## src/rtl/alu_sequencer.sv

```systemverilog
// Fetch/execute control path between instruction memory and an external ALU.
// Optional JMP/RTN return stack is built when SEQ_RETURN_STACK_EN is defined.
module alu_sequencer #(
    parameter int unsigned SIZE        = 8,
    parameter int unsigned PC_WIDTH    = 8,
    parameter int unsigned STACK_DEPTH = 4
) (
    input  logic                clk,
    input  logic                rst,
    output logic                imem_req,
    output logic [PC_WIDTH-1:0] imem_addr,
    input  logic                imem_valid,
    input  logic [SIZE+3:0]     imem_data,
    output logic                alu_ce,
    output logic [3:0]          alu_op,
    output logic [SIZE-1:0]     alu_left,
    output logic [SIZE-1:0]     alu_right,
    output logic                alu_carry_in,
    input  logic [SIZE-1:0]     alu_result,
    input  logic                alu_carry_out,
    output logic [SIZE-1:0]     acc,
    output logic                carry_flag,
    output logic                zero_flag,
    output logic                st_valid,
    output logic [SIZE-1:0]     st_data,
    output logic                halted,
    input  logic                resume,
    output logic                stack_err
);

    typedef enum logic [1:0] {
        S_FETCH,
        S_EXEC,
        S_HALT
    } state_t;

    typedef enum logic [3:0] {
        OP_ADD = 4'd0,
        OP_SUB = 4'd1,
        OP_INC = 4'd2,
        OP_DEC = 4'd3,
        OP_AND = 4'd4,
        OP_OR  = 4'd5,
        OP_XOR = 4'd6,
        OP_NOT = 4'd7,
        OP_SHL = 4'd8,
        OP_SHR = 4'd9,
        OP_LD  = 4'd10,
        OP_ST  = 4'd11,
        OP_JMP = 4'd12,
        OP_RTN = 4'd13,
        OP_HLT = 4'd14,
        OP_NOP = 4'd15
    } opcode_t;

    state_t              state_q, state_d;
    logic [PC_WIDTH-1:0] pc_q, pc_d;
    logic [SIZE-1:0]     acc_q, acc_d;
    logic                c_q, c_d;
    logic                z_q, z_d;
    logic [SIZE+3:0]     ir_q, ir_d;

    opcode_t             opcode;
    logic [SIZE-1:0]     imm;
    logic [PC_WIDTH-1:0] pc_inc;
    logic [PC_WIDTH-1:0] jmp_tgt;
    logic                is_alu_op;

    assign opcode    = opcode_t'(ir_q[SIZE+3:SIZE]);
    assign imm       = ir_q[SIZE-1:0];
    assign pc_inc    = pc_q + PC_WIDTH'(1);
    assign is_alu_op = (ir_q[SIZE+3:SIZE+2] != 2'b11);

    // Jump target: truncate the immediate, or zero-extend it for a wide PC.
    generate
        if (PC_WIDTH <= SIZE) begin : g_tgt_trunc
            assign jmp_tgt = imm[PC_WIDTH-1:0];
        end else begin : g_tgt_ext
            assign jmp_tgt = {{(PC_WIDTH - SIZE){1'b0}}, imm};
        end
    endgenerate

`ifdef SEQ_RETURN_STACK_EN
    localparam int unsigned AW = $clog2(STACK_DEPTH);

    logic [PC_WIDTH-1:0] stack_mem [STACK_DEPTH];
    logic [AW-1:0]       sp_q, sp_d, sp_top;
    logic                full_q, full_d;
    logic                serr_q, serr_d;
    logic                push_en;
    logic                stack_empty;

    // sp wraps to 0 when the last slot fills; full_q disambiguates full from empty.
    assign stack_empty = (sp_q == '0) && !full_q;
    assign sp_top      = sp_q - AW'(1);
    assign stack_err   = serr_q;

    always_ff @(posedge clk) begin
        if (push_en) begin
            stack_mem[sp_q] <= pc_inc;
        end
    end
`else
    assign stack_err = 1'b0;
`endif

    always_comb begin
        state_d      = state_q;
        pc_d         = pc_q;
        acc_d        = acc_q;
        c_d          = c_q;
        z_d          = z_q;
        ir_d         = ir_q;
        imem_req     = 1'b0;
        alu_ce       = 1'b0;
        alu_op       = '0;
        alu_left     = '0;
        alu_right    = '0;
        alu_carry_in = 1'b0;
        st_valid     = 1'b0;
        st_data      = '0;
        halted       = 1'b0;
`ifdef SEQ_RETURN_STACK_EN
        sp_d         = sp_q;
        full_d       = full_q;
        serr_d       = serr_q;
        push_en      = 1'b0;
`endif

        case (state_q)
            S_FETCH: begin
                imem_req = 1'b1;
                if (imem_valid) begin
                    ir_d    = imem_data;
                    state_d = S_EXEC;
                end
            end

            S_EXEC: begin
                state_d = S_FETCH;
                pc_d    = pc_inc;
                if (is_alu_op) begin
                    alu_ce       = 1'b1;
                    alu_op       = ir_q[SIZE+3:SIZE];
                    alu_left     = acc_q;
                    alu_right    = imm;
                    alu_carry_in = ((opcode == OP_ADD) || (opcode == OP_SUB)) ? c_q : 1'b0;
                end

                case (opcode)
                    OP_ADD, OP_SUB, OP_INC, OP_DEC, OP_SHL, OP_SHR: begin
                        acc_d = alu_result;
                        z_d   = (alu_result == '0);
                        c_d   = alu_carry_out;
                    end
                    OP_AND, OP_OR, OP_XOR, OP_NOT, OP_LD: begin
                        acc_d = alu_result;
                        z_d   = (alu_result == '0);
                    end
                    OP_ST: begin
                        st_valid = 1'b1;
                        st_data  = alu_result;
                    end
                    OP_JMP: begin
                        pc_d = jmp_tgt;
`ifdef SEQ_RETURN_STACK_EN
                        if (full_q) begin
                            serr_d = 1'b1;
                        end else begin
                            push_en = 1'b1;
                            sp_d    = sp_q + AW'(1);
                            full_d  = (sp_q == AW'(STACK_DEPTH - 1));
                        end
`endif
                    end
                    OP_RTN: begin
`ifdef SEQ_RETURN_STACK_EN
                        if (stack_empty) begin
                            serr_d = 1'b1;
                        end else begin
                            pc_d   = stack_mem[sp_top];
                            sp_d   = sp_top;
                            full_d = 1'b0;
                        end
`endif
                    end
                    OP_HLT: begin
                        state_d = S_HALT;
                    end
                    default: begin
                    end
                endcase
            end

            S_HALT: begin
                halted = 1'b1;
                if (resume) begin
                    state_d = S_FETCH;
                end
            end

            default: begin
                state_d = S_FETCH;
            end
        endcase
    end

    always_ff @(posedge clk or posedge rst) begin
        if (rst) begin
            state_q <= S_FETCH;
            pc_q    <= '0;
            acc_q   <= '0;
            c_q     <= 1'b0;
            z_q     <= 1'b0;
            ir_q    <= '0;
`ifdef SEQ_RETURN_STACK_EN
            sp_q    <= '0;
            full_q  <= 1'b0;
            serr_q  <= 1'b0;
`endif
        end else begin
            state_q <= state_d;
            pc_q    <= pc_d;
            acc_q   <= acc_d;
            c_q     <= c_d;
            z_q     <= z_d;
            ir_q    <= ir_d;
`ifdef SEQ_RETURN_STACK_EN
            sp_q    <= sp_d;
            full_q  <= full_d;
            serr_q  <= serr_d;
`endif
        end
    end

    assign imem_addr  = pc_q;
    assign acc        = acc_q;
    assign carry_flag = c_q;
    assign zero_flag  = z_q;

endmodule

```

## config.mk

```make
export PLATFORM = sky130hd
export DESIGN_NAME = alu_sequencer
export DESIGN_NICKNAME = d
export VERILOG_FILES = /design/src/rtl/alu_sequencer.sv
export SDC_FILE = /design/constraint.sdc
export NUM_CORES = 1
export LEC_CHECK = 0
export BUFFER_PORTS_ARGS = -buffer_cell sky130_fd_sc_hd__buf_4
export CORE_UTILIZATION = 51
export DETAILED_ROUTE_END_ITERATION = 6
export GPL_ROUTABILITY_DRIVEN = 0
export PLACE_DENSITY = 0.86
export SETUP_SLACK_MARGIN = 0.3
export SYNTH_ARGS = -nofsm -noshare
export SYNTH_HDL_FRONTEND = slang
export SYNTH_SLANG_ARGS = --single-unit
```

## constraint.sdc

```tcl
create_clock -name clk -period 4.6 [get_ports clk]
set_input_delay 0.92 -clock clk [delete_from_list [all_inputs] [get_ports clk]]
set_output_delay 0.92 -clock clk [all_outputs]
set_load 0.02 [all_outputs]
```

; ---- Word level (Yosys, flattened, before mapping)
; Index checks and enable logic that the tools add are counted.
[classes]
addsub = 1
eq_ne = 18
mux = 22
reduce_logical = 10
[op_table]
columns = op, n
row1 = $mux 8, 7
row2 = $eq 4x4->1 const B, 6
row3 = $eq 4x3->1 const B, 4
row4 = $reduce_or 11->1, 1
row5 = $mux 1, 9
row6 = $add 8x1->8 const B, 1
row7 = $eq 4x2->1 const B, 2
row8 = $logic_not 8->1, 1
row9 = $mux 4, 2
row10 = $reduce_and 2->1, 4
row11 = $mux 2, 3
row12 = $ne 2x2->1 const B, 3
row13 = $pmux 2 s3, 1
row14 = $reduce_or 6->1, 1
row15 = $eq 4x1->1 const B, 1
row16 = $logic_not 4->1, 1
row17 = $eq 2x1->1 const B, 1
row18 = $eq 2x2->1 const B, 1
row19 = $logic_not 2->1, 1
row20 = $logic_or 1x1->1, 1
[word_totals]
ff_bits = 32
in_bits = 25
output_inout_bits = 52
word_cells = 57

; ---- Depth between registers and ports, before layout
; Gate-level depths: netlist (run 1).
[logic_depth]
depth_word = 5
ltp_mapped = 6
mapped_depth_nobuf = 4

; ---- Worst setup path after synthesis (run 1)
; Ideal clock, no wire load.
[synth_timing]
path_type = flip-flop to output port
start = reg state_q[1]
end = out st_data[0]
arrival_ns = 1.601
t_required_ns = 3.680
slack_ns = 2.079
path_stages_with_launch = 4
n_path_buf = 0
cell_sequence = dfrtp_1 > nand2b_4 > nor4_2 > and2_1
[synth_between]
elab_chain_cells = 2
[synth_rtl]
columns = item, line
row1 = from (decl), 56  ; state_t state_q, state_d;
row2 = from (signal assigned), 222  ; state_q <= state_d;
row3 = $eq 2x1->1, 130  ; case (state_q)
row4 = $mux 8, 130
row5 = to (decl), 25  ; output logic [SIZE-1:0] st_data,
; No other way between the ends.

; ---- Worst setup path after layout (run 1)
[layout_timing]
start = reg state_q[1]
end = out alu_op[0]
[layout_between]
elab_chain_cells = 2
[layout_rtl]
columns = item, line
row1 = $eq 2x1->1, 130
row2 = $mux 4, 130
row3 = to (decl), 15  ; output logic [3:0] alu_op,
; No other way between the ends.

==> results of run 1 <==
power by group through the flow:
stage                     registers, mW  clock network [mW]  logic [mW]
final                             0.471               0.215       0.495
after global routing              0.485               0.231       0.538
after CTS                         0.469               0.220       0.499
after detailed placement          0.472                   0       0.498
after global placement            0.471                   0       0.486
after floorplan                   0.504                   0       0.264
worst register-to-register path, stage by stage (launching register included):
cell	delay (ns)
dfrtp_1	0.53
nand4bb_1	0.51
o211a_1	0.27
or3_1	0.35
flip-flops by register name, indices dropped and copies added, names as in the netlist:
name and count:
acc 8, state_q 2, ir_q 12, zero_flag 1
imem_addr 8, carry_flag 1
final timing paths:
kind	cells past startpoint	startpoint	slack [ns]	to
max in group asynchronous	3	rst	3.67	imem_addr[7]
worst max-delay path	4	state_q[1]	1.22	alu_op[0]
worst max register to register	3	ir_q[10]	2.82	imem_addr[7]
min in group asynchronous	3	rst	0.65	ir_q[7]
worst min-delay path	1	acc[4]	0.54	acc[4]
worst min register to register	1	acc[4]	0.54	acc[4]
per-layer routing:
metal | vias up | track usage, % | routed length (µm)
met5 | - | 0 | 0
met2 | 60 | 38.4 | 1980
li1 | 724 | - | -
met1 | 735 | 32.5 | 1810
met4 | 0 | 8.77 | 45
met3 | 5 | 7.98 | 273
cells in the mapped netlist, drive strengths merged (2+ instances only):
| cell type | n | area share, % |
|---|---|---|
| buf | 9 | 3.8 |
| nor4 | 5 | 2.1 |
| and2 | 27 | 9.5 |
| o211ai | 2 | 0.84 |
| nor2b | 2 | 0.70 |
| a2bb2oi | 2 | 0.98 |
| clkbuf | 2 | 0.42 |
| dfrtp | 32 | 45 |
| nand3b | 2 | 0.84 |
| nand4 | 3 | 1.1 |
| mux2 | 21 | 13 |
| mux2i | 4 | 2.2 |
| nor3b | 2 | 0.84 |
| nand3 | 6 | 1.7 |
| a21oi | 4 | 1.8 |
| or3b | 4 | 2.0 |
| o2bb2ai | 3 | 1.5 |
| nand2b | 2 | 1.1 |
| nand2 | 9 | 1.9 |
| inv | 4 | 0.84 |
| nor2 | 4 | 0.84 |
cell type report:
type	count	share of cell area (%)
clock buffers	5	1.55
clock inverters	3	1.76
inverters	4	0.621
multi-input cells	117	36.9
flip-flops and latches	32	33.1
well taps	46	2.38
repair buffers	76	23.6
placed cells by master, fill, tap and decap left out, drive strengths merged, types with 3 or more instances in the layout:
master   instances
nand2            9
mux2i            4
nand3            6
inv              4
clkbuf           5
buf             76
dfrtp           32
nor2             4
o2bb2ai          3
a21oi            4
and2            27
mux2            21
or3b             4
nor4             5
nand4            3
metrics by stage:
step	std cells	total power, mW	setup slack [ns]	area [µm²]	utilization (%)
floorplan	164	0.769	2.08	1780	-
global placement	275	0.957	1.62	2340	70.0
detailed placement	275	0.970	1.63	2340	70.0
CTS	283	1.19	1.24	2420	72.4
global route	283	1.25	0.990	2420	72.4
finish	283	1.18	1.22	2420	72.4
cell families (layout without fill, tap and decap cells):
logic type	after synthesis	after routing	synth area share [%]
buffers and inverters	15	88	5.05
DFF	32	32	44.9
adders and majority gates	1	1	0.702
muxes	25	25	15.5
other	1	1	0.210
and+or+nand+nor	72	72	25.5
AOI/OAI and AO/OA	18	18	8.14
==> impl_metrics.tcl, run 1 <==
set metrics [dict create \
    result_of_the_run "finished clean" \
    synth.distinct_cells 43 \
    dp_hpwl_um 2980 \
    syn-cell-area_um2 1780 \
    criticalPathCategory "flip-flop to output pin" \
    routed_wire_length_per_instance_um 14.5 \
    die_w_um 61.1 \
    ys_warn_count 0 \
    clk_root_buffer_cell "clkbuf_4" \
    timing.critical_path.from_type "flip-flop" \
    finalWirelength_um 4110 \
    viasPerCell 5.39 \
    rsz0062_at_grt "no" \
    post_cts.repair.setup_buffers 0 \
    totalNegativeSetupSlack_ns 0 \
    ys_dominant_reg_cell "dfrtp_1" \
    timing.final.setup_violations 0 \
    internal_power_uw 719 \
    fraction_of_synthesis_flops_using_an_asynchronous_set_or_reset_pin_pct 100 \
    syn-mean-instance-area_um2 10.9 \
    powerDensity_nw_per_um2 489 \
    worst_setup_hold_path_clk_slew_ns 0.10 \
    io_buffers 75 \
    ys_seq_elements 32 \
    min_path_type "flip-flop to flip-flop" \
    core_area_um2 3340 \
    synth-edff-count 0 \
    critical-path-max-stage-delay_ns 0.96 \
    final.setup_skew_ns 0.00778 \
    drtPass1Iterations 4 \
    multi_input_area_um2 892 \
    worst_slew_margin_rel_pct 19.2 \
    grtUsageTotal_pct 24.7 \
    max_cap_violations 0 \
    worstPathRequired_ns 3.68 \
    grt_max_degree 33 \
    mapped_nets 190 \
    finalHoldViolCount 0 \
    synthesis.instances 164 \
    n_fill_cell 267 \
    die_height_um 61.1 \
    grt_remaining_overflow 0 \
    timing.fmax_ghz 0.296 \
    final_nets 262 \
    area_delta_synth_final_pct 35.5 \
    seq_power_share_pct 39.9 \
    post_route_cells_drive_above_1_share_pct 47.7 \
    grt_antenna_before_repair 0 \
    peakVddDrop_mv 0.299 \
    netSwitchingFraction_pct 39.1 \
    total_i_o_pin_count 77 \
    cp-end-kind "output pin" \
    initial_core_utilization_pct 53.4 \
    series_of_cell_instances_along_the_critical_path "nand2b_4 -> a21oi_1 -> and2_2 -> buf_4" \
    grt_first_pass_wirelength_um 6680 \
    comb_power_share_pct 41.9 \
    drt-initial-drc-count 48 \
    vias_after_detailed_routing 1524 \
    hold_slack_ns 0.544 \
    ctsResizeCount 0 \
    period_share_pct 73.5 \
    vias_in_the_first_global_route 1442 \
    power_frac_clock_pct 18.2 \
    clock_tree_from_tritoncts "built" \
    n_antenna_cell 0 \
    standard_cell_rows 21 \
    clock_sinks 32 \
    worstMarginPinSlew_ns 1.21 \
    postCtsHoldBufs 0 \
    timing.critical_path.slowest_stage_cell "a21oi_1" \
    drcViolationCount 0 \
    cts-root-to-sink-buffers 2 \
    dieArea_um2 3740 \
    layout.area.seq_um2 801 \
    critical_path_peak_fanout 19 \
    p_switching_uw 462 \
    detail-route-antenna-nets 0 \
    crit_family "compound AO/OA/AOI/OAI gates" \
    crit_arrival_ns 2.46 \
    final-max-slew-violation-count 0 \
    clkLatencyLatePin_ns 0.34 \
    final_period_minus_worst_setup_slack_ns 3.38 \
    seq_total_area_yosys_pct 44.9 \
    static-leakage-power_nw 1.13 \
    critical_path_buf_inv_count 1 \
    htree_num_levels 2 \
    number_of_buffers_created_by_cts 5 \
]
Note: power is estimated with default switching activity, not from simulation.
==> inputs of run 2 (changes only) <==
CORE_UTILIZATION = 43   (was 51)
PLACE_DENSITY = 0.77   (was 0.86)
clock period = 3.1 ns   (was 4.6 ns; I/O delays follow)
==> impl_metrics.tcl, run 2 (synthesis gave the netlist of run 1 again) <==
set metrics [dict create \
    result_of_the_run "finished clean" \
    peakVddDrop_mv 0.459 \
    vias_in_the_first_global_route 1471 \
    drtPass1Iterations 4 \
    finalHoldViolCount 0 \
    clkLatencyLatePin_ns 0.28 \
    area_delta_synth_final_pct 38.8 \
    largest_register_ff_count 12 \
    cp-end-kind "output pin" \
    dieArea_um2 4410 \
    max_cap_violations 0 \
    worst_slack_ns 0.534 \
    powerDensity_nw_per_um2 756 \
    final.setup_skew_ns 0.00215 \
    crit_arrival_ns 1.95 \
    routed_wire_length_per_instance_um 14.6 \
    die_w_um 66.4 \
    detailroute.wirelength.met3_um 306 \
    detail-route-antenna-nets 0 \
    timing.final.setup_violations 0 \
    min_path_type "primary input to async pin" \
    n_fill_cell 370 \
    largest_register_by_flop_count "ir_q" \
    met1_wire_length_um 1840 \
    clock_sinks 32 \
    place_area_um2 2350 \
    grtUsageTotal_pct 21.1 \
    grt_first_pass_wirelength_um 6890 \
    clk_root_buffer_cell "clkbuf_8" \
    worst_slew_margin_rel_pct 55.6 \
    drt-initial-drc-count 67 \
    totalNegativeSetupSlack_ns 0 \
    final_core_utilization_pct 61.9 \
    worst-r2r-setup-slack_ns 1.31 \
    criticalPathCategory "flip-flop to output pin" \
    number_of_buffers_created_by_cts 5 \
    timing.fmax_ghz 0.390 \
    critical_path_peak_fanout 14 \
    placed_cells 280 \
    total_i_o_pin_count 77 \
    io_buffers 75 \
    dr.max_layer_used "met4" \
    htree_num_levels 2 \
    timing.critical_path.from_type "flip-flop" \
    finalWirelength_um 4200 \
    ctsResizeCount 0 \
    rsz0062_at_grt "no" \
    dr_wl_met2_um 2000 \
    period_share_pct 82.8 \
    fin_total_pwr_mw 1.87 \
    hold_slack_ns 0.424 \
    internal_power_mw 1.19 \
    post_route_cells_drive_above_1_share_pct 47.9 \
    final-max-slew-violation-count 0 \
    grt_max_degree 33 \
    die_height_um 66.4 \
    grt_remaining_overflow 0 \
    grt_antenna_before_repair 0 \
    drcViolationCount 0 \
    p_switching_uw 685 \
    postCtsHoldBufs 0 \
    core_area_um2 4000 \
    seq_power_share_pct 37.3 \
    worstMarginPinSlew_ns 0.660 \
    n_antenna_cell 0 \
    layout_commonest_cell "buf_4" \
    layout_common_cells "buf_4 (77), dfrtp_1 (32), and2_1 (26)" \
    static-leakage-power_nw 1.16 \
    placement.setup.worst_slack_ns 0.819 \
    final_area_um2 2470 \
    worstPathRequired_ns 2.48 \
    clock_tree_from_tritoncts "built" \
    cts-root-to-sink-buffers 2 \
    layout.cells.non_filler 288 \
    final_period_minus_worst_setup_slack_ns 2.57 \
    vias_after_detailed_routing 1526 \
    netSwitchingFraction_pct 36.6 \
    post_cts.repair.setup_buffers 0 \
    dp_hpwl_um 3080 \
    comb_power_share_pct 39.4 \
    viasPerCell 5.30 \
    final_nets 263 \
    standard_cell_rows 23 \
    worst_setup_hold_path_clk_slew_ns 0.07 \
    initial_core_utilization_pct 44.6 \
    power_frac_clock_pct 23.4 \
]
[run 2: cell types whose count changed in the layout (fill, tap and decap cells not counted)]
cell	delta
clkbuf_4	-5
clkbuf_8	+7
clkinvlp_4	-1
clkinv_2	-1
buf_4	+1
[run 2: final cells by class]
type                    count  area, µm²  area share [%]
well taps                  50       62.6            2.53
repair buffers             77        578            23.4
clock buffers               7       96.3            3.89
clock inverters             1       30.0            1.21
multi-input cells         117        892            36.0
inverters                   4       15.0           0.607
flip-flops and latches     32        801            32.4
[run 2: worst max-delay path, cell delays in order, from the launching register on]
cell and delay (ns):
dfrtp_1 0.45, nand2b_4 0.25, nor4_2 0.60, and2_1 0.22
buf_4 0.14
[run 2: path summary, 6_finish.rpt]
check / end / cells after the start / startpoint
hold reg to reg: ir_q[2] / 1 / ir_q[2]
max in group asynchronous: zero_flag / 3 / rst
min in group clk: ir_q[2] / 1 / ir_q[2]
setup / recovery: st_data[1] / 4 / state_q[1]
hold / removal: acc[4] / 3 / rst
setup reg to reg: imem_addr[7] / 3 / ir_q[11]
[run 2: layer usage]
metal | GRT usage [%] | vias to the layer above
met5 | 0 | -
met4 | 6.91 | 0
met3 | 7.07 | 5
met2 | 32.7 | 62
met1 | 27.4 | 735
li1 | - | 724
[run 2: power by group through the flow]
| stage | registers (mW) | logic (mW) | clock network (mW) |
|---|---|---|---|
| 4_1_cts | 0.695 | 0.743 | 0.444 |
| 3_5_place_dp | 0.700 | 0.742 | 0 |
| 5_1_grt | 0.722 | 0.793 | 0.468 |
| 6_report | 0.697 | 0.736 | 0.437 |
| 3_3_place_gp | 0.695 | 0.730 | 0 |
| 2_1_floorplan | 0.748 | 0.392 | 0 |
